**config.mk**
```make
export PLATFORM = sky130hd
export DESIGN_NAME = core_mailbox
export DESIGN_NICKNAME = d
export VERILOG_FILES = /design/src/rtl/core_mailbox.sv
export SDC_FILE = /design/constraint.sdc
export NUM_CORES = 1
export LEC_CHECK = 0
export CAP_MARGIN = 15
export CORE_ASPECT_RATIO = 0.6
export CORE_MARGIN = 1
export CORE_UTILIZATION = 42
export CTS_CLUSTER_SIZE = 40
export DETAILED_ROUTE_END_ITERATION = 12
export SYNTH_ARGS = -nofsm -noshare
export SYNTH_HDL_FRONTEND = slang
export SYNTH_SLANG_ARGS = --single-unit
```
**constraint.sdc**
```tcl
create_clock -name clk -period 7.5 [get_ports clk]
set_input_delay 2.25 -clock clk [delete_from_list [all_inputs] [get_ports clk]]
set_output_delay 2.25 -clock clk [all_outputs]
set_load 0.005 [all_outputs]
```
**src/rtl/core_mailbox.sv**
```systemverilog
// core_mailbox
// Two-way mailbox between two cores on a single RIB slave port.
//   FIFO A carries core0 -> core1 (non-empty interrupt on irq_a_o).
//   FIFO B carries core1 -> core0 (non-empty interrupt on irq_b_o).
//
// Register map (addr_i[4:2]):
//   0 A_PUSH  (W: push data_i, R: 0)
//   1 A_HEAD  (R: oldest entry or 0, W: pop)
//   2 A_STAT  (R: {count[15:8], ovf[2], full[1], empty[0]}, W: clear ovf)
//   3 B_PUSH  4 B_HEAD  5 B_STAT  (same as A)
//   6 IRQ_EN  (bits [1:0]; only with CORE_MAILBOX_IRQ_EN)
//   7 reserved (reads 0, writes ignored)
//
// Ports:
//   clk      single clock, rising edge
//   rst      synchronous active-high reset
//   we_i     write strobe
//   addr_i   address (only [4:2] decoded)
//   data_i   write data
//   data_o   combinational read data
//   irq_a_o  registered FIFO A non-empty interrupt
//   irq_b_o  registered FIFO B non-empty interrupt
//
// Configuration macro: CORE_MAILBOX_IRQ_EN
//   defined   -> IRQ_EN register and registered interrupt outputs
//   undefined -> IRQ_EN reads 0, interrupts tied to 0
//
// Parameter DEPTH: entries per FIFO, power of two in 2..64.

module core_mailbox #(
    parameter int DEPTH = 8
) (
    input  logic        clk,
    input  logic        rst,
    input  logic        we_i,
    input  logic [31:0] addr_i,
    input  logic [31:0] data_i,
    output logic [31:0] data_o,
    output logic        irq_a_o,
    output logic        irq_b_o
);

    localparam int PW = $clog2(DEPTH);
    localparam int CW = PW + 1;

    localparam logic [2:0] REG_IRQ_EN = 3'd6;

    logic [2:0] sel;
    assign sel = addr_i[4:2];

    // Address bits outside [4:2] are intentionally ignored.
    logic unused_addr;
    assign unused_addr = ^{addr_i[31:5], addr_i[1:0]};

    logic [1:0]          empty;
    logic [1:0]          full;
    logic [1:0]          ovf;
    logic [1:0][CW-1:0]  count;
    logic [1:0][31:0]    head;
    logic [1:0][31:0]    stat;
    logic [1:0]          irq_en;

    // gi = 0 is FIFO A, gi = 1 is FIFO B; each owns three consecutive registers.
    generate
        for (genvar gi = 0; gi < 2; gi++) begin : g_fifo
            localparam logic [2:0] PUSH_REG = (gi == 0) ? 3'd0 : 3'd3;
            localparam logic [2:0] HEAD_REG = (gi == 0) ? 3'd1 : 3'd4;
            localparam logic [2:0] STAT_REG = (gi == 0) ? 3'd2 : 3'd5;

            // Storage is read asynchronously: HEAD must be visible in the
            // same cycle as the address, so this maps to distributed RAM.
            logic [31:0]   mem [DEPTH];
            logic [PW-1:0] wr_ptr_reg;
            logic [PW-1:0] rd_ptr_reg;
            logic [CW-1:0] count_reg;
            logic          ovf_reg;

            logic push;
            logic pop;
            logic clr;
            logic is_full;
            logic is_empty;

            assign is_full  = (count_reg == CW'(DEPTH));
            assign is_empty = (count_reg == '0);
            assign push     = we_i && (sel == PUSH_REG);
            assign pop      = we_i && (sel == HEAD_REG);
            assign clr      = we_i && (sel == STAT_REG);

            // Storage is not reset; HEAD masks it to 0 while empty.
            always_ff @(posedge clk) begin
                if (!rst && push && !is_full) begin
                    mem[wr_ptr_reg] <= data_i;
                end
            end

            // Push and pop never coincide (single slave port), so count
            // only ever moves by one in one direction per edge.
            always_ff @(posedge clk) begin
                if (rst) begin
                    wr_ptr_reg <= '0;
                    rd_ptr_reg <= '0;
                    count_reg  <= '0;
                    ovf_reg    <= 1'b0;
                end else begin
                    if (push) begin
                        if (is_full) begin
                            ovf_reg <= 1'b1;
                        end else begin
                            wr_ptr_reg <= wr_ptr_reg + PW'(1);
                            count_reg  <= count_reg + CW'(1);
                        end
                    end
                    if (pop && !is_empty) begin
                        rd_ptr_reg <= rd_ptr_reg + PW'(1);
                        count_reg  <= count_reg - CW'(1);
                    end
                    if (clr) begin
                        ovf_reg <= 1'b0;
                    end
                end
            end

            assign empty[gi] = is_empty;
            assign full[gi]  = is_full;
            assign ovf[gi]   = ovf_reg;
            assign count[gi] = count_reg;
            assign head[gi]  = is_empty ? 32'd0 : mem[rd_ptr_reg];
            assign stat[gi]  = {16'd0, 8'(count_reg), 5'd0, ovf_reg, is_full, is_empty};
        end
    endgenerate

`ifdef CORE_MAILBOX_IRQ_EN
    logic [1:0] irq_en_reg;
    logic       irq_a_reg;
    logic       irq_b_reg;

    // Interrupts are sampled from current state, so they trail the
    // causing push/pop/IRQ_EN write by one cycle.
    always_ff @(posedge clk) begin
        if (rst) begin
            irq_en_reg <= 2'b00;
            irq_a_reg  <= 1'b0;
            irq_b_reg  <= 1'b0;
        end else begin
            if (we_i && (sel == REG_IRQ_EN)) begin
                irq_en_reg <= data_i[1:0];
            end
            irq_a_reg <= irq_en_reg[0] & ~empty[0];
            irq_b_reg <= irq_en_reg[1] & ~empty[1];
        end
    end

    assign irq_en  = irq_en_reg;
    assign irq_a_o = irq_a_reg;
    assign irq_b_o = irq_b_reg;
`else
    assign irq_en  = 2'b00;
    assign irq_a_o = 1'b0;
    assign irq_b_o = 1'b0;
`endif

    // full/count are exposed through stat; kept as named nets for readability.
    logic unused_stat;
    assign unused_stat = ^{full, ovf, count};

    always_comb begin
        data_o = 32'd0;
        case (sel)
            3'd1:       data_o = head[0];
            3'd2:       data_o = stat[0];
            3'd4:       data_o = head[1];
            3'd5:       data_o = stat[1];
            REG_IRQ_EN: data_o = {30'd0, irq_en};
            default:    data_o = 32'd0;
        endcase
    end

endmodule

```
==> impl_metrics.py, run 1 <==
metrics = {
    "critical_path": {
        "crit_required_ns": 5.25,
        "setup.worst_path.class": "input port to output pin",
        "highest_net_fanout_along_the_worst_path": 26,
        "crit_path_top_delay_cell": "sky130_fd_sc_hd__or4b_2",
        "critical_path.cell_chain": "clkdlybuf4s50_1 -> or4b_2 -> buf_4 -> buf_4 -> o22ai_1 -> clkdlybuf4s50_1",
        "arrival_ns": 4.68,
        "start_kind": "input port",
        "worst_path_largest_cell_delay_ns": 0.67,
        "critical_path.endpoint_type": "output pin",
    },
    "clock_tree": {
        "inserted_clock_buffers": 48,
        "clk_latency_ns": 0.56,
        "cts_setup_buffers": 0,
        "cts.clk_slew.worst_paths_ns": 0.06,
        "cts_tree": "yes",
        "cts-root-to-sink-buffers": 3,
        "cts_htree_levels": 2,
        "hold_buffers": 0,
        "clock_sink_count": 540,
        "number_of_gates_resized_after_cts": 0,
        "cell_at_the_root_of_the_clock_tree": "sky130_fd_sc_hd__clkbuf_16",
    },
    "synth": {
        "post_synth_inst_count": 955,
        "synth_area_in_compound_gates": 0.0207,
        "synth-edff-count": 512,
        "synth_ff_type": "sky130_fd_sc_hd__edfxtp_1",
        "netlist_top_cells_area": "sky130_fd_sc_hd__edfxtp_1 (73%), sky130_fd_sc_hd__mux4_2 (14%), sky130_fd_sc_hd__mux2i_1 (3.3%), sky130_fd_sc_hd__dfxtp_1 (2.7%), sky130_fd_sc_hd__o22ai_1 (0.78%)",
        "synthAdderAreaFrac": 0.00358,
        "synth_top_family_by_area": "multiplexers",
        "muxShareOfSynthArea": 0.172,
        "synth_cell_types": 53,
        "synth_top_area_share": 0.733,
        "synth_top_cell_by_area": "sky130_fd_sc_hd__edfxtp_1",
        "synth-seq-cells": 540,
        "ys_seq_area_frac": 0.760,
        "synthesis.yosys.warnings": 0,
        "synth_xor_xnor_area_share": 0.00459,
        "synth.avg_cell_area_um2": 22.0,
        "synth_area_um2": 21000,
        "synth-async-reset-ratio": 0,
        "simple_gate_share_of_the_synthesized_area": 0.0232,
    },
    "power_and_ir_drop": {
        "power_density_nw_per_um2": 246,
        "p_leak_nw": 7.16,
        "worst_ir_drop_vdd_mv": 0.182,
    },
    "placement": {
        "placement.io_buffers": 69,
        "place.gp.congestion": 0.743,
        "dp_slack_ns": 0.564,
        "detailedPlacementHpwl_um": 24100,
    },
    "cells_and_area": {
        "post_route_cells_drive_above_1_share": 0.246,
        "net_total_in_the_final_layout": 1118,
        "final_cell_mix": "sky130_fd_sc_hd__edfxtp_1 (512), sky130_fd_sc_hd__mux4_2 (128), sky130_fd_sc_hd__mux2i_1 (70)",
        "nFillCells": 3947,
        "multi_input_comb_area_um2": 4810,
        "layout_commonest_cell": "sky130_fd_sc_hd__edfxtp_1",
        "area_growth_pct": 15.1,
        "antenna-diode-count": 0,
        "largest_register_ffs": 512,
        "regArea_um2": 16000,
    },
    "drt": {
        "drt-vias-per-instance": 5.63,
        "drt_drc_violations_left": 0,
        "via_count": 9770,
        "route.final.wire_length_um": 44100,
        "firstDrtPassIters": 5,
        "wl_per_cell_um": 25.4,
        "first_iter_violations": 917,
        "final_antenna_net_count": 0,
    },
    "timing": {
        "finalMaxSlewViolations": 0,
        "max_freq_mhz": 144,
        "setup-violations-final": 0,
        "post-route-period-util": 0.924,
        "skew_ns": 0.00977,
        "layout_min_cycle_time_ns": 6.93,
        "rsz0062_at_grt": "no",
        "worst-slew-pin-transition_ns": 1.01,
        "slew_headroom": 0.328,
        "tns_ns": 0,
        "fin_ws_ns": 0.573,
        "count_of_endpoints_failing_hold_in_the_final_timing_report": 0,
    },
    "grt": {
        "grt_antenna_before_repair": 0,
        "grt.overflow.total": 0,
        "grt_first_pass_wirelength_um": 66200,
        "grt_pass1_vias": 9719,
        "grtUsageTotal": 0.178,
        "grt_max_degree": 49,
    },
    "run": {
        "timing.max_cap.violations": 0,
    },
    "floorplanning": {
        "pin_count": 101,
        "core_region_area_um2": 49300,
        "floorplan.die_area_um2": 50900,
        "die_w_um": 290,
        "chipHeight_um": 175,
        "start_util": 0.425,
        "placement_rows": 63,
    },
    "worst_hold_path": {
        "holdCritPathClass": "flop to flop",
    },
    "run_status": {
        "status": "complete, no violations",
    },
}
## worst paths after layout
| path | startpoint | endpoint | slack, ns | cells past startpoint |
|---|---|---|---|---|
| setup / recovery | addr_i[4] | data_o[7] | 0.57 | 6 |
| hold / removal | g_fifo[1].wr_ptr_reg[0] | g_fifo[1].wr_ptr_reg[0] | 0.51 | 2 |
| setup reg to reg | g_fifo[0].count_reg[0] | g_fifo[0].mem[0][12] | 4.76 | 5 |
| hold reg to reg | g_fifo[1].wr_ptr_reg[0] | g_fifo[1].wr_ptr_reg[0] | 0.51 | 2 |
## synth_stat cells (2+ instances only)
cell,n
sky130_fd_sc_hd__o22ai_1,26
sky130_fd_sc_hd__a211o_1,2
sky130_fd_sc_hd__buf_6,3
sky130_fd_sc_hd__nand4b_1,2
sky130_fd_sc_hd__or3_1,2
sky130_fd_sc_hd__a31oi_1,2
sky130_fd_sc_hd__buf_2,26
sky130_fd_sc_hd__nor4b_4,2
sky130_fd_sc_hd__nor4_1,2
sky130_fd_sc_hd__a32oi_1,2
sky130_fd_sc_hd__nor4_2,2
sky130_fd_sc_hd__mux2i_1,70
sky130_fd_sc_hd__o221ai_1,2
sky130_fd_sc_hd__o221ai_2,5
sky130_fd_sc_hd__nor4b_1,4
sky130_fd_sc_hd__xor2_1,4
sky130_fd_sc_hd__buf_4,13
sky130_fd_sc_hd__or4b_1,2
sky130_fd_sc_hd__edfxtp_1,512
sky130_fd_sc_hd__a22oi_1,6
sky130_fd_sc_hd__nand4bb_1,2
sky130_fd_sc_hd__mux4_2,128
sky130_fd_sc_hd__clkbuf_1,12
sky130_fd_sc_hd__nor3_1,4
sky130_fd_sc_hd__ha_1,6
sky130_fd_sc_hd__o21ai_0,2
sky130_fd_sc_hd__nor2_1,33
sky130_fd_sc_hd__xnor2_1,7
sky130_fd_sc_hd__nand3_1,3
sky130_fd_sc_hd__buf_1,5
sky130_fd_sc_hd__nand2b_1,3
sky130_fd_sc_hd__a21oi_1,6
sky130_fd_sc_hd__nand2_1,6
sky130_fd_sc_hd__dfxtp_1,28
sky130_fd_sc_hd__nor3b_1,3
## metal layers
| metal | track usage | up-vias | wire length [um] | part of all wire |
|---|---|---|---|---|
| met1 | 0.284 | 5178 | 21300 | 0.48 |
| met4 | 0.0302 | 0 | 535 | 0.012 |
| li1 | - | 4216 | - | - |
| met5 | 0 | - | 0 | 0 |
| met2 | 0.260 | 329 | 19300 | 0.44 |
| met3 | 0.0281 | 47 | 2930 | 0.066 |
## layout make-up
class | instances | share of cell area
sequential | 540 | 0.661
clock buffer | 59 | 0.0528
inverter | 1 | 0.000156
tap | 650 | 0.0337
clock inverter | 31 | 0.0140
multi-input combinational | 355 | 0.199
timing repair buffer | 99 | 0.0390
## metrics by stage
step / std cells / util / power (mW) / area (um^2) / hold WS, ns
after global placement: 1645 / 0.456 / 3.47 / 22500 / 0.481
final: 1735 / 0.489 / 5.94 / 24100 / 0.510
after detailed placement: 1645 / 0.456 / 3.48 / 22500 / 0.493
after global routing: 1735 / 0.489 / 6.12 / 24100 / 0.539
after CTS: 1735 / 0.489 / 6.00 / 24100 / 0.502
after floorplan: 956 / - / 3.41 / 21000 / 0.466
## kinds of logic after synthesis
group | after synthesis
AO/OA/AOI/OAI | 58
XOR/XNOR | 11
adder cells (fa/ha/maj) | 6
buffers and inverters | 61
flip-flops | 540
multiplexers | 200
other | 1
AND/OR/NAND/NOR | 78
## worst max-delay path, delay by kind of cell
family	cells	cell delay, ns
buffers and inverters	4	1.51
and+or+nand+nor	1	0.67
AOI/OAI and AO/OA	1	0.22
## power breakdown
group | internal, mW | switching [mW]
clock network | 1.45 | 1.07
registers | 3.30 | 0.00555
logic | 0.0400 | 0.0641
(Power assumes the default switching activity.)
==> inputs of run 2 (changes only) <==
--- a/config.mk
+++ b/config.mk
@@ -8,9 +8,11 @@
 export CAP_MARGIN = 15
 export CORE_ASPECT_RATIO = 0.6
 export CORE_MARGIN = 1
-export CORE_UTILIZATION = 42
+export CORE_UTILIZATION = 60
+export CTS_BUF_LIST = sky130_fd_sc_hd__clkbuf_16
 export CTS_CLUSTER_SIZE = 40
 export DETAILED_ROUTE_END_ITERATION = 12
+export PLACE_DENSITY = 0.79
 export SYNTH_ARGS = -nofsm -noshare
 export SYNTH_HDL_FRONTEND = slang
 export SYNTH_SLANG_ARGS = --single-unit
==> impl_metrics.py, run 2 (synthesized netlist as in run 1, its figures left out) <==
metrics = {
    "floorplanning": {
        "core_region_area_um2": 34000,
        "placement_rows": 52,
        "floorplan.die_area_um2": 35700,
        "start_util": 0.616,
        "chipHeight_um": 147,
        "die_w_um": 243,
        "pin_count": 101,
    },
    "clock_tree": {
        "cts.clk_slew.worst_paths_ns": 0.07,
        "clock_sink_count": 540,
        "cell_at_the_root_of_the_clock_tree": "sky130_fd_sc_hd__clkbuf_16",
        "cts-root-to-sink-buffers": 3,
        "inserted_clock_buffers": 47,
        "cts_htree_levels": 2,
        "cts_tree": "yes",
        "clk_latency_ns": 0.56,
        "hold_buffers": 0,
        "cts_setup_buffers": 0,
        "number_of_gates_resized_after_cts": 0,
    },
    "timing": {
        "count_of_endpoints_failing_hold_in_the_final_timing_report": 0,
        "post-route-period-util": 0.955,
        "tns_ns": 0,
        "finalMaxSlewViolations": 0,
        "skew_ns": 0.0197,
        "max_freq_mhz": 140,
        "setup-violations-final": 0,
        "worst-slew-pin-transition_ns": 1.20,
        "layout_min_cycle_time_ns": 7.16,
        "rsz0062_at_grt": "no",
        "hold-worst-slack_ns": 0.495,
        "slew_headroom": 0.196,
    },
    "power_and_ir_drop": {
        "sequentialPowerShare": 0.540,
        "p_leak_nw": 7.19,
        "p_int_mw": 4.95,
        "power_density_nw_per_um2": 255,
        "switching_power_mw": 1.17,
        "comb_power_share": 0.017,
        "worst_ir_drop_vdd_mv": 0.220,
        "swShare": 0.191,
        "share_clk_of_total_power": 0.443,
    },
    "grt": {
        "grt.overflow.total": 0,
        "grt_max_degree": 65,
        "grtUsageTotal": 0.260,
        "grt_pass1_vias": 10300,
        "grt_first_pass_wirelength_um": 66700,
        "grt_antenna_before_repair": 1,
    },
    "run": {
        "timing.max_cap.violations": 0,
    },
    "run_status": {
        "status": "complete, no violations",
    },
    "drt": {
        "via_count": 10100,
        "drt_drc_violations_left": 0,
        "drt-vias-per-instance": 6.59,
        "first_iter_violations": 1324,
        "firstDrtPassIters": 5,
        "final_antenna_net_count": 0,
        "wl_per_cell_um": 29.6,
        "route.final.wire_length_um": 45500,
    },
    "critical_path": {
        "worst_r2r_endpoint": "g_fifo[0].mem[4][16]",
        "rrSetupSlack_ns": 4.60,
        "setup.worst_path.class": "input port to output pin",
        "highest_net_fanout_along_the_worst_path": 32,
        "critical_path.endpoint_type": "output pin",
        "arrival_ns": 4.91,
        "worstReg2RegStart": "g_fifo[0].count_reg[1]",
        "reg2regPathDepth": 5,
        "crit_required_ns": 5.25,
        "start_kind": "input port",
    },
    "worst_hold_path": {
        "holdCritPathClass": "flop to flop",
        "min_path_cells": 2,
        "hold_end": "g_fifo[0].wr_ptr_reg[1]",
        "hold_path_startpoint": "g_fifo[0].wr_ptr_reg[1]",
    },
    "cells_and_area": {
        "post_route_cells_drive_above_1_share": 0.250,
        "largest_register_ffs": 512,
        "nFillCells": 1976,
        "design_area_um2": 24000,
        "net_total_in_the_final_layout": 1111,
        "final_cell_mix": "sky130_fd_sc_hd__edfxtp_1 (512), sky130_fd_sc_hd__mux4_2 (128), sky130_fd_sc_hd__mux2i_1 (70)",
        "area_growth_pct": 14.4,
        "antenna-diode-count": 0,
        "layout_commonest_cell": "sky130_fd_sc_hd__edfxtp_1",
    },
    "placement": {
        "place.gp.congestion": 0.784,
        "detailedPlacementHpwl_um": 22200,
        "postPlaceCellArea_um2": 22200,
        "placement.io_buffers": 69,
    },
}
## run 2: cell count changes in the layout (fill, tap and decap cells not counted), sizes merged
cell and change:
bufinv +5, buf -6, clkinvlp +1, clkbuf -10
clkinv +1, inv -1
## run 2: per-layer routing
metal  GRT usage  up-vias  routed length, um
met2       0.397      528              21400
li1            -     4189                  -
met5           0        -                 13
met4      0.0770        2               1330
met3      0.0510      100               4240
met1       0.389     5292              18500
## run 2: worst max path at each step
stage / cells past startpoint / endpoint / start
after floorplan: 4 / g_fifo[1].mem[4][0] / addr_i[4]
after global placement: 5 / data_o[20] / addr_i[2]
after detailed placement: 5 / data_o[20] / addr_i[2]
after CTS: 5 / data_o[20] / addr_i[2]
after global routing: 5 / data_o[22] / addr_i[2]
final: 5 / data_o[22] / addr_i[2]
## run 2: critical path, cell delays in order
cell	delay (ns)
sky130_fd_sc_hd__clkdlybuf4s50_1	0.59
sky130_fd_sc_hd__or4b_2	0.73
sky130_fd_sc_hd__buf_4	0.36
sky130_fd_sc_hd__o22ai_1	0.39
sky130_fd_sc_hd__clkdlybuf4s50_1	0.58
## run 2: final cells by class
class	instances	area, um^2	share of cell area
sequential	540	16000	0.665
clock inverter	37	509	0.0212
inverter	1	3.75	0.000157
clock buffer	49	1230	0.0511
multi-input combinational	355	4810	0.201
tap	459	574	0.0239
timing repair buffer	93	903	0.0377
## run 2: stage by stage
stage                     power [mW]  setup slack, ns  utilization  cells
final                           6.12            0.339        0.705   1534
after global routing            6.27            0.236        0.705   1534
after CTS                       6.14            0.362        0.704   1533
after detailed placement        3.47            0.363        0.653   1447
after global placement          3.47            0.426        0.653   1447
after floorplan                 3.41            0.552            -    956
## run 2: power groups by stage
stage	registers [mW]	clock network [mW]	logic (mW)
after floorplan	3.37	0	0.0373
after CTS	3.31	2.73	0.102
after detailed placement	3.37	0	0.101
after global placement	3.37	0	0.0958
final	3.31	2.71	0.103
after global routing	3.31	2.86	0.110
==> inputs of run 3 (changes only) <==
--- a/config.mk
+++ b/config.mk
@@ -6,13 +6,16 @@
 export NUM_CORES = 1
 export LEC_CHECK = 0
 export CAP_MARGIN = 15
+export CELL_PAD_IN_SITES_DETAIL_PLACEMENT = 1
+export CELL_PAD_IN_SITES_GLOBAL_PLACEMENT = 2
 export CORE_ASPECT_RATIO = 0.6
 export CORE_MARGIN = 1
-export CORE_UTILIZATION = 60
+export CORE_UTILIZATION = 48
 export CTS_BUF_LIST = sky130_fd_sc_hd__clkbuf_16
 export CTS_CLUSTER_SIZE = 40
 export DETAILED_ROUTE_END_ITERATION = 12
-export PLACE_DENSITY = 0.79
+export PLACE_DENSITY_LB_ADDON = 0.1
+export RECOVER_POWER = 50
 export SYNTH_ARGS = -nofsm -noshare
 export SYNTH_HDL_FRONTEND = slang
 export SYNTH_SLANG_ARGS = --single-unit
==> impl_metrics.py, run 3 (synthesized netlist as in run 1, its figures left out) <==
metrics = {
    "floorplanning": {
        "placement_rows": 58,
        "pin_count": 101,
        "floorplan.die_area_um2": 44600,
        "start_util": 0.494,
        "chipHeight_um": 164,
        "die_w_um": 272,
        "core_region_area_um2": 42500,
    },
    "timing": {
        "slew_headroom": 0.222,
        "rsz0062_at_grt": "no",
        "finalMaxSlewViolations": 0,
        "max_freq_mhz": 139,
        "worst-slew-pin-transition_ns": 1.16,
        "tns_ns": 0,
        "count_of_endpoints_failing_hold_in_the_final_timing_report": 0,
        "post-route-period-util": 0.957,
        "setup-violations-final": 0,
        "layout_min_cycle_time_ns": 7.18,
        "skew_ns": 0.0117,
    },
    "critical_path": {
        "crit_required_ns": 5.25,
        "rrSetupSlack_ns": 4.55,
        "start_kind": "input port",
        "crit_start": "addr_i[4]",
        "setup.worst_path.class": "input port to output pin",
        "endpoint_of_the_most_critical_setup_path": "data_o[23]",
        "arrival_ns": 4.93,
        "critical_path.endpoint_type": "output pin",
        "reg2regPathDepth": 4,
        "worstReg2RegStart": "g_fifo[1].count_reg[0]",
        "highest_net_fanout_along_the_worst_path": 32,
        "worst_r2r_endpoint": "g_fifo[1].mem[4][19]",
    },
    "placement": {
        "place.gp.congestion": 0.720,
        "placement.io_buffers": 69,
        "dpl.cell_count": 1567,
        "detailedPlacementHpwl_um": 27200,
    },
    "drt": {
        "final_antenna_net_count": 0,
        "wl_per_cell_um": 29.1,
        "drt_drc_violations_left": 0,
        "via_count": 9995,
        "drt-vias-per-instance": 6.02,
        "firstDrtPassIters": 5,
        "route.final.wire_length_um": 48300,
        "first_iter_violations": 1039,
    },
    "cells_and_area": {
        "post_layout_nonfiller_instances": 1659,
        "net_total_in_the_final_layout": 1122,
        "largest_register_ffs": 512,
        "area_growth_pct": 15.3,
        "post_route_cells_drive_above_1_share": 0.247,
        "nFillCells": 3551,
        "layout_commonest_cell": "sky130_fd_sc_hd__edfxtp_1",
        "final_cell_mix": "sky130_fd_sc_hd__edfxtp_1 (512), sky130_fd_sc_hd__mux4_2 (128), sky130_fd_sc_hd__mux2i_1 (70)",
    },
    "grt": {
        "grt_antenna_before_repair": 0,
        "grt_pass1_vias": 10500,
        "grt_first_pass_wirelength_um": 71400,
        "grtUsageTotal": 0.225,
        "grt_max_degree": 45,
        "grt.overflow.total": 0,
    },
    "clock_tree": {
        "hold_buffers": 0,
        "number_of_gates_resized_after_cts": 0,
        "clock_sink_count": 540,
        "cts_setup_buffers": 0,
        "inserted_clock_buffers": 49,
        "clk_latency_ns": 0.58,
        "cts_htree_levels": 2,
        "cts-root-to-sink-buffers": 3,
        "cts.clk_slew.worst_paths_ns": 0.07,
        "cell_at_the_root_of_the_clock_tree": "sky130_fd_sc_hd__clkbuf_16",
        "cts_tree": "yes",
    },
    "run_status": {
        "status": "complete, no violations",
    },
    "worst_hold_path": {
        "holdCritPathClass": "flop to flop",
    },
    "power_and_ir_drop": {
        "power_density_nw_per_um2": 253,
        "design_power_mw": 6.12,
        "p_leak_nw": 7.27,
        "worst_ir_drop_vdd_mv": 0.202,
    },
    "run": {
        "timing.max_cap.violations": 0,
    },
}
run 3: how the worst min path moves through the flow:
stage | start | endpoint | slack [ns] | depth (start not counted)
floorplan | g_fifo[0].wr_ptr_reg[1] | g_fifo[0].wr_ptr_reg[1] | 0.47 | 2
global placement | g_fifo[0].wr_ptr_reg[1] | g_fifo[0].wr_ptr_reg[1] | 0.48 | 2
detailed placement | g_fifo[0].wr_ptr_reg[1] | g_fifo[0].wr_ptr_reg[1] | 0.50 | 2
CTS | g_fifo[0].wr_ptr_reg[1] | g_fifo[0].wr_ptr_reg[1] | 0.51 | 2
global route | g_fifo[0].rd_ptr_reg[2] | flop | 0.55 | 2
finish | g_fifo[0].wr_ptr_reg[1] | g_fifo[0].wr_ptr_reg[1] | 0.51 | 2
run 3: power breakdown:
group	total, mW	switching (mW)	internal, mW
combinational	0.100	0.0650	0.0354
clock	2.71	1.10	1.61
sequential	3.31	0.00586	3.30
total	6.12	1.18	4.95
run 3: metrics by stage:
step	util	hold slack [ns]	worst slack [ns]	cell area, um^2
6_report	0.569	0.512	0.325	24200
5_1_grt	0.569	0.545	0.319	24200
4_1_cts	0.570	0.509	0.395	24200
3_5_place_dp	0.529	0.496	0.420	22400
3_3_place_gp	0.529	0.484	0.476	22400
2_1_floorplan	-	0.466	0.552	21000
run 3: layout make-up:
type,instances,area [um^2],area share
sequential,540,16000,0.660
multi-input combinational,355,4790,0.198
clock buffer,51,1280,0.0528
timing repair buffer,102,968,0.0401
tap,570,713,0.0295
clock inverter,39,462,0.0191
inverter,1,3.75,0.000155
antenna,1,2.50,0.000104
run 3: per-layer routing:
layer | vias to the layer above | track usage | wire (um)
met3 | 72 | 0.0465 | 3020
met2 | 290 | 0.339 | 21900
li1 | 4222 | - | -
met5 | - | 0 | 0
met1 | 5411 | 0.340 | 22500
met4 | 0 | 0.0511 | 897
run 3: critical path, stage by stage:
cell and delay (ns):
sky130_fd_sc_hd__dlygate4sd3_1 0.66, sky130_fd_sc_hd__or4b_2 0.76, sky130_fd_sc_hd__buf_12 0.24, sky130_fd_sc_hd__o22ai_1 0.42
sky130_fd_sc_hd__clkdlybuf4s50_1 0.59
